## src/rtl/tile_sequencer.sv

```systemverilog
// Hands a one-cycle control token forward/backward across NUM_TILES solver tiles.
// Optional SEQ_STEP_LIMIT_EN bounds the number of grants per solve to STEP_LIMIT.
module tile_sequencer #(
  parameter int          NUM_TILES  = 16,
  parameter int          IDX_W      = $clog2(NUM_TILES),
  parameter int unsigned STEP_LIMIT = 65535
) (
  input  logic                 clk,
  input  logic                 rst_n,
  input  logic                 start,
  input  logic                 abort,
  input  logic [NUM_TILES-1:0] passfwd,
  input  logic [NUM_TILES-1:0] passbak,
  output logic [NUM_TILES-1:0] myturn,
  output logic [IDX_W-1:0]     cur_index,
  output logic                 busy,
  output logic                 done,
  output logic                 fail
);

  typedef enum logic [2:0] {S_IDLE, S_GRANT, S_WAIT, S_DONE, S_FAIL} state_e;

  localparam logic [IDX_W-1:0] LAST_IDX = IDX_W'(NUM_TILES - 1);

  state_e           state_q, state_d;
  logic [IDX_W-1:0] idx_q, idx_d;
  logic             fwd_hit, bak_hit;

  assign fwd_hit = passfwd[idx_q];
  assign bak_hit = passbak[idx_q];

`ifdef SEQ_STEP_LIMIT_EN
  logic [31:0] step_q, step_d;
`endif

  always_comb begin
    state_d = state_q;
    idx_d   = idx_q;
    case (state_q)
      S_IDLE, S_DONE, S_FAIL: begin
        if (start) begin
          idx_d   = '0;
          state_d = S_GRANT;
        end
      end
      S_GRANT: state_d = S_WAIT;
      S_WAIT: begin
        // Backtrack wins over a simultaneous forward pass on the owning tile.
        if (bak_hit) begin
          if (idx_q == '0) begin
            state_d = S_FAIL;
          end else begin
            idx_d   = idx_q - 1'b1;
            state_d = S_GRANT;
          end
        end else if (fwd_hit) begin
          if (idx_q == LAST_IDX) begin
            state_d = S_DONE;
          end else begin
            idx_d   = idx_q + 1'b1;
            state_d = S_GRANT;
          end
        end
      end
      default: state_d = S_IDLE;
    endcase

`ifdef SEQ_STEP_LIMIT_EN
    step_d = step_q;
    if (state_q == S_GRANT) begin
      step_d = step_q + 32'd1;
    end
    if (start && (state_q == S_IDLE || state_q == S_DONE || state_q == S_FAIL)) begin
      step_d = '0;
    end
    // Budget exhausted: refuse the next grant and report failure instead.
    if (state_d == S_GRANT && step_d == 32'(STEP_LIMIT)) begin
      state_d = S_FAIL;
    end
`endif

    if (abort) begin
      state_d = S_IDLE;
      idx_d   = idx_q;
    end
  end

  always_ff @(posedge clk or negedge rst_n) begin
    if (!rst_n) begin
      state_q <= S_IDLE;
      idx_q   <= '0;
`ifdef SEQ_STEP_LIMIT_EN
      step_q  <= '0;
`endif
    end else begin
      state_q <= state_d;
      idx_q   <= idx_d;
`ifdef SEQ_STEP_LIMIT_EN
      step_q  <= step_d;
`endif
    end
  end

  for (genvar gi = 0; gi < NUM_TILES; gi++) begin : g_turn
    assign myturn[gi] = (state_q == S_GRANT) && (idx_q == IDX_W'(gi));
  end

  assign cur_index = idx_q;
  assign busy      = (state_q == S_GRANT) || (state_q == S_WAIT);
  assign done      = (state_q == S_DONE);
  assign fail      = (state_q == S_FAIL);

endmodule
```

## config.mk

```make
export PLATFORM = sky130hd
export DESIGN_NAME = tile_sequencer
export DESIGN_NICKNAME = d
export VERILOG_FILES = /design/src/rtl/tile_sequencer.sv
export SDC_FILE = /design/constraint.sdc
export NUM_CORES = 1
export LEC_CHECK = 0
export BUFFER_PORTS_ARGS = -buffer_cell sky130_fd_sc_hd__buf_2
export CAP_MARGIN = 20
export CORE_UTILIZATION = 45
export CTS_BUF_LIST = sky130_fd_sc_hd__clkbuf_8
export CTS_CLUSTER_DIAMETER = 150
export DETAILED_ROUTE_END_ITERATION = 10
export PLACE_DENSITY = 0.91
export RECOVER_POWER = 50
export SLEW_MARGIN = 20
export SYNTH_ARGS = -nofsm -noshare
export SYNTH_HDL_FRONTEND = slang
export SYNTH_SLANG_ARGS = --single-unit
```

## constraint.sdc

```tcl
create_clock -name clk -period 2.8 [get_ports clk]
set_input_delay 0.56 -clock clk [delete_from_list [all_inputs] [get_ports clk]]
set_output_delay 0.56 -clock clk [all_outputs]
set_load 0.03 [all_outputs]
```

======== Word-level counts from Yosys, hierarchy flattened ========
Index checks and enable logic that the tools add are counted.
word-level totals
  bits in registers ....................... 7
  memories kept ........................... 0
  bits in latches ......................... 0
  word-level logic and storage cells ...... 71
  RAM bits ................................ 0
  memory bits (read-only) ................. 0
  input bits .............................. 36
operators by class
  $add $sub $neg .......................... 2
  div/mod/pow operators ................... 0
  order comparisons ....................... 1
  equality and inequality tests ........... 25
  muxes and demuxes ....................... 17
  shifts and indexed selects .............. 0
  multiply operators ...................... 0
  bitwise operators ....................... 1
  reductions and logical operators ........ 23
operator list
  operator             count
  $eq 4x4->1 const B   8
  $mux 4               5
  $eq 4x3->1 const B   4
  $logic_and 1x1->1    16
  $mux 3               5
  $ne 3x3->1 const B   4
  $pmux 3 s3           1
  $bmux 1 s4           2
  $eq 4x2->1 const B   2
  $pmux 4 s2           1
  $eq 3x2->1 const B   2
  $reduce_and 6->1     1
  $lt 4x5->1 const B   1
  $add 4x1->4 const B  1
  $eq 4x1->1 const B   1
  $logic_not 4->1      1
  $ne 4x4->1 const B   1
  $sub 4x1->4 const B  1
  $eq 3x1->1 const B   1
  $eq 3x3->1 const B   1
  $logic_not 3->1      1
  $reduce_or 3->1      1
  $mux 1               2
  $mux 2               1
  5 further kinds      5

======== Logic depth before layout (Yosys ltp) ========
  depth in word-level cells ............... 6
  gate-level depth with buffers ........... 7

======== Worst setup path before layout ========
OpenSTA, ideal clock, no wires.
  path type ............................... register -> register
  start point ............................. reg idx_q[1], in the netlist cur_index[1]
  end point ............................... reg idx_q[2], in the netlist cur_index[2]
  buffers on the path ..................... 1
  clock period less this slack ............ 2584 ps
  path slack .............................. 216 ps
  arrival time ............................ 2515 ps
  setup time .............................. 69 ps
  cell stages (with the launch flop) ...... 8
  cells stage by stage .................... dfrtp_1 > buf_6 > mux4_2 > mux2_4 > mux2_4 > mux2i_1 > or4_1 > nand3_1
on the way
  cells in the longest elaborated chain, start to end .. 5
  elaborated cells between the ends (all ways) .. 17
ends and longest elaborated chain
  what                    line  source
  start, declared         26    logic [IDX_W-1:0] idx_q, idx_d;
  start signal, assigned  97    idx_q <= idx_d;
  $add 4x1->4             60    idx_d = idx_q + 1'b1;
  $mux 4                  57    if (idx_q == LAST_IDX) begin
  $mux 4                  56    end else if (fwd_hit) begin
  $mux 4                  49    if (bak_hit) begin
  $pmux 4 s2              39    case (state_q)
Several ways; a longest one is shown, not always the timed one. The select of a mux whose other input is x is not followed.
A chain may end at the register's enable or synchronous reset.

======== Final worst setup path ========
  start point ............................. reg idx_q[2], in the netlist cur_index[2]
  end point ............................... reg idx_q[3], in the netlist cur_index[3]
Same word-level chain as after synthesis.

==> metrics.md <==
| Metric | Value |
|---|---|
| Run status | completed |
| Multi-input logic area | 782 sq um |
| Nets | 221 |
| GPL Wtd Cong | 0.912 |
| Largest net degree at the start of global routing | 19 |
| FP Rows | 16 |
| Worst-path clk slew | 0.05 ns |
| PortBufs | 58 |
| Rel. slew slack | 47.2% |
| Clk root buf | clkbuf_8 |
| Slew Viols, Final | 0 |
| RR Startpoint | cur_index[2] |
| Commonest cells post-synth | 23 x nor2_1, 14 x nand2_1, 9 x mux2i_1 |
| GRT Residual Overflow | 0 |
| Mapped Cells | 121 |
| Worst skew pair latency | 0.23 ns |
| Buf+Inv Stages, Crit Path | 1 |
| Power density cells | 530 mW/mm^2 |
| Top_reg_cell synth | dfrtp_1 |
| Power Total | 715 uW |
| Setup bufs post-CTS | 0 |
| Post-route ant nets | 0 |
| Core area | 0.00204 sq mm |
| Die Width | 49.5 microns |
| Yosys top cell by area | dfrtp_1 |
| Post-synth top area share | 17.2% |
| H-tree levels | 1 |
| MaxCap Viol Count | 0 |
| Total Neg Setup Slack | 0 ns |
| Place WS | 0.324 ns |
| Crit end category | flip-flop |
| Synth area leaders | dfrtp_1 17%, mux2i_1 8.9%, nor2_1 8.5%, mux4_1 7.7%, mux4_2 6.6% |
| Worst min path class | in -> async |
| First-pass GRT wire length | 4840 microns |
| Worst reg2reg path endpoint | cur_index[3] |
| Drt pass-1 iters | 4 |
| Skew final | 0.00953 ns |
| Vias per Instance | 5.68 |
| Synthesized area | 0.00102 sq mm |
| Max Clk Rate | 396 MHz |
| Top-Level Pins | 59 |
| CP Cell Sequence | clkbuf_1 > nor2b_1 > a22oi_1 > a31o_2 > o211ai_2 > or4_1 > nand3_1 |
| CP Class | reg -> reg |
| PostCTS Resize Cnt | 0 |
| VDD IR max | 0.000412 V |
| Residual DRC | 0 |
| Most common cell in the netlist | nor2_1 |
| HPWL Detailed | 2200 microns |
| Leakage | 0.000668 uW |
| Setup violators final | 0 |
| Reg2Reg Setup Slack | 0.28 ns |
| Post-synth EDFFs | 0 |
| Crit-path slowest cell | clkbuf_1 |
| CP max FO | 18 |
| Bufs on Longest Clock Path | 2 |
| Critical Path Source Type | flip-flop |
| Diode count | 0 |
| Avg WL per Cell | 14.0 microns |
| Die Footprint | 0.00245 sq mm |
| R2r worst-path depth | 7 |
| Fraction of registers with async set/reset | 100% |
| CTS tree | yes |
| Area delta synth->final | 32.6% |
| Minimum clock period | 2.52 ns |
| Crit-path max cell delay | 0.63 ns |
| #FFs+latches synth | 7 |
| Tcrit/Tclk final | 90.1% |
| Yosys Warn Count | 0 |
| Die Ht | 49.5 microns |
| Net count after synthesis | 162 |
| RSZ-0062 raised after global routing | false |
| Setup ws final | 0.276 ns |
| Hold Vio Cnt, Final | 0 |
| Worst EP required | 2.95 ns |
| Post-CTS Hold Buffers | 0 |
| # clock sinks | 7 |
| Fillcell total | 174 |
| Avg Cell Area, Syn | 8.41 sq um |
| Initial DRC Count | 29 |
| CP Data Arrival Time | 2.68 ns |
| Post-synth cell types | 35 |
| Initial antenna violation count | 0 |
| Storage element area | 175 sq um |
| Number of global-route vias before repair | 1167 |
| Starting density of the core | 49.8% |
| GRT Resource Usage Total | 25.2% |
| Crit path max-delay family | simple AND/OR/NAND/NOR gates |
| Num CTS Buffers | 3 |
| Slew @ Worst Pin | 0.792 ns |
| Vias | 1171 |
| Fraction of layout cells with a size suffix above 1 | 38.5% |
| Sequential element share of the synthesized area | 17.2% |
| Final WL | 2880 microns |
## logic make-up after synthesis
logic type | synth area share [%]
multiplexers | 27.7
flip-flops | 17.2
AO/OA/AOI/OAI | 15.0
adder cells (fa/ha/maj) | 6.15
XOR/XNOR | 1.72
buffers and inverters | 5.04
AND/OR/NAND/NOR | 27.2
## per-stage QoR
| stage | instances | cell area, sq um | utilization (%) | hold WS, ns |
|---|---|---|---|---|
| finish | 206 | 1350 | 66.1 | 0.220 |
| global route | 206 | 1350 | 66.1 | 0.247 |
| CTS | 206 | 1370 | 67.0 | 0.159 |
| detailed placement | 202 | 1320 | 64.8 | 0.399 |
| global placement | 202 | 1320 | 64.8 | 0.399 |
| floorplan | 121 | 1020 | - | 0.264 |
## layout make-up
| type | count | share of cell area, % |
|---|---|---|
| clock inverter | 1 | 0.278 |
| tap | 27 | 2.50 |
| sequential | 7 | 13.0 |
| timing repair buffer | 60 | 21.8 |
| inverter | 5 | 1.39 |
| multi-input combinational | 103 | 58.0 |
| clock buffer | 3 | 3.06 |
## layout by cell type (no fill, tap or decap), drive strengths merged, types with 2 or more instances in the layout
master	count
a211oi	3
a21o	3
a21oi	5
buf	53
clkbuf	10
dfrtp	7
ha	5
inv	6
mux2	3
mux2i	9
mux4	6
nand2	14
nand2b	2
nand3	4
nor2	23
nor2b	2
nor3	6
o211ai	4
or3	2
or4	2
xnor2	2
## report_power, final
| part | switching [uW] | internal [uW] |
|---|---|---|
| logic | 238 | 181 |
| clock network | 46.1 | 95.0 |
| registers | 40.0 | 115 |
## how the worst max path moves through the flow
stage                 startpoint           end  cells after the start
finish              cur_index[2]  cur_index[3]                      7
global route        cur_index[2]  cur_index[3]                      7
CTS                   state_q[0]     myturn[0]                      5
detailed placement    passbak[2]  cur_index[2]                      7
global placement     passbak[10]  cur_index[2]                      7
floorplan           cur_index[1]  cur_index[2]                      7
## state kept, by name, indices dropped and copies added, names as in the netlist
| signal | count |
|---|---|
| cur_index | 4 |
| state_q | 3 |
## per-layer routing
metal  vias up  wire length (microns)  GRT usage, %
li1        556                      -             -
met1       537                   1190          28.3
met2        74                   1460          46.4
met3         4                    200          5.86
met4         0                     25          7.62
met5         -                      0             0
No activity file was read; power rests on OpenSTA's default activity.
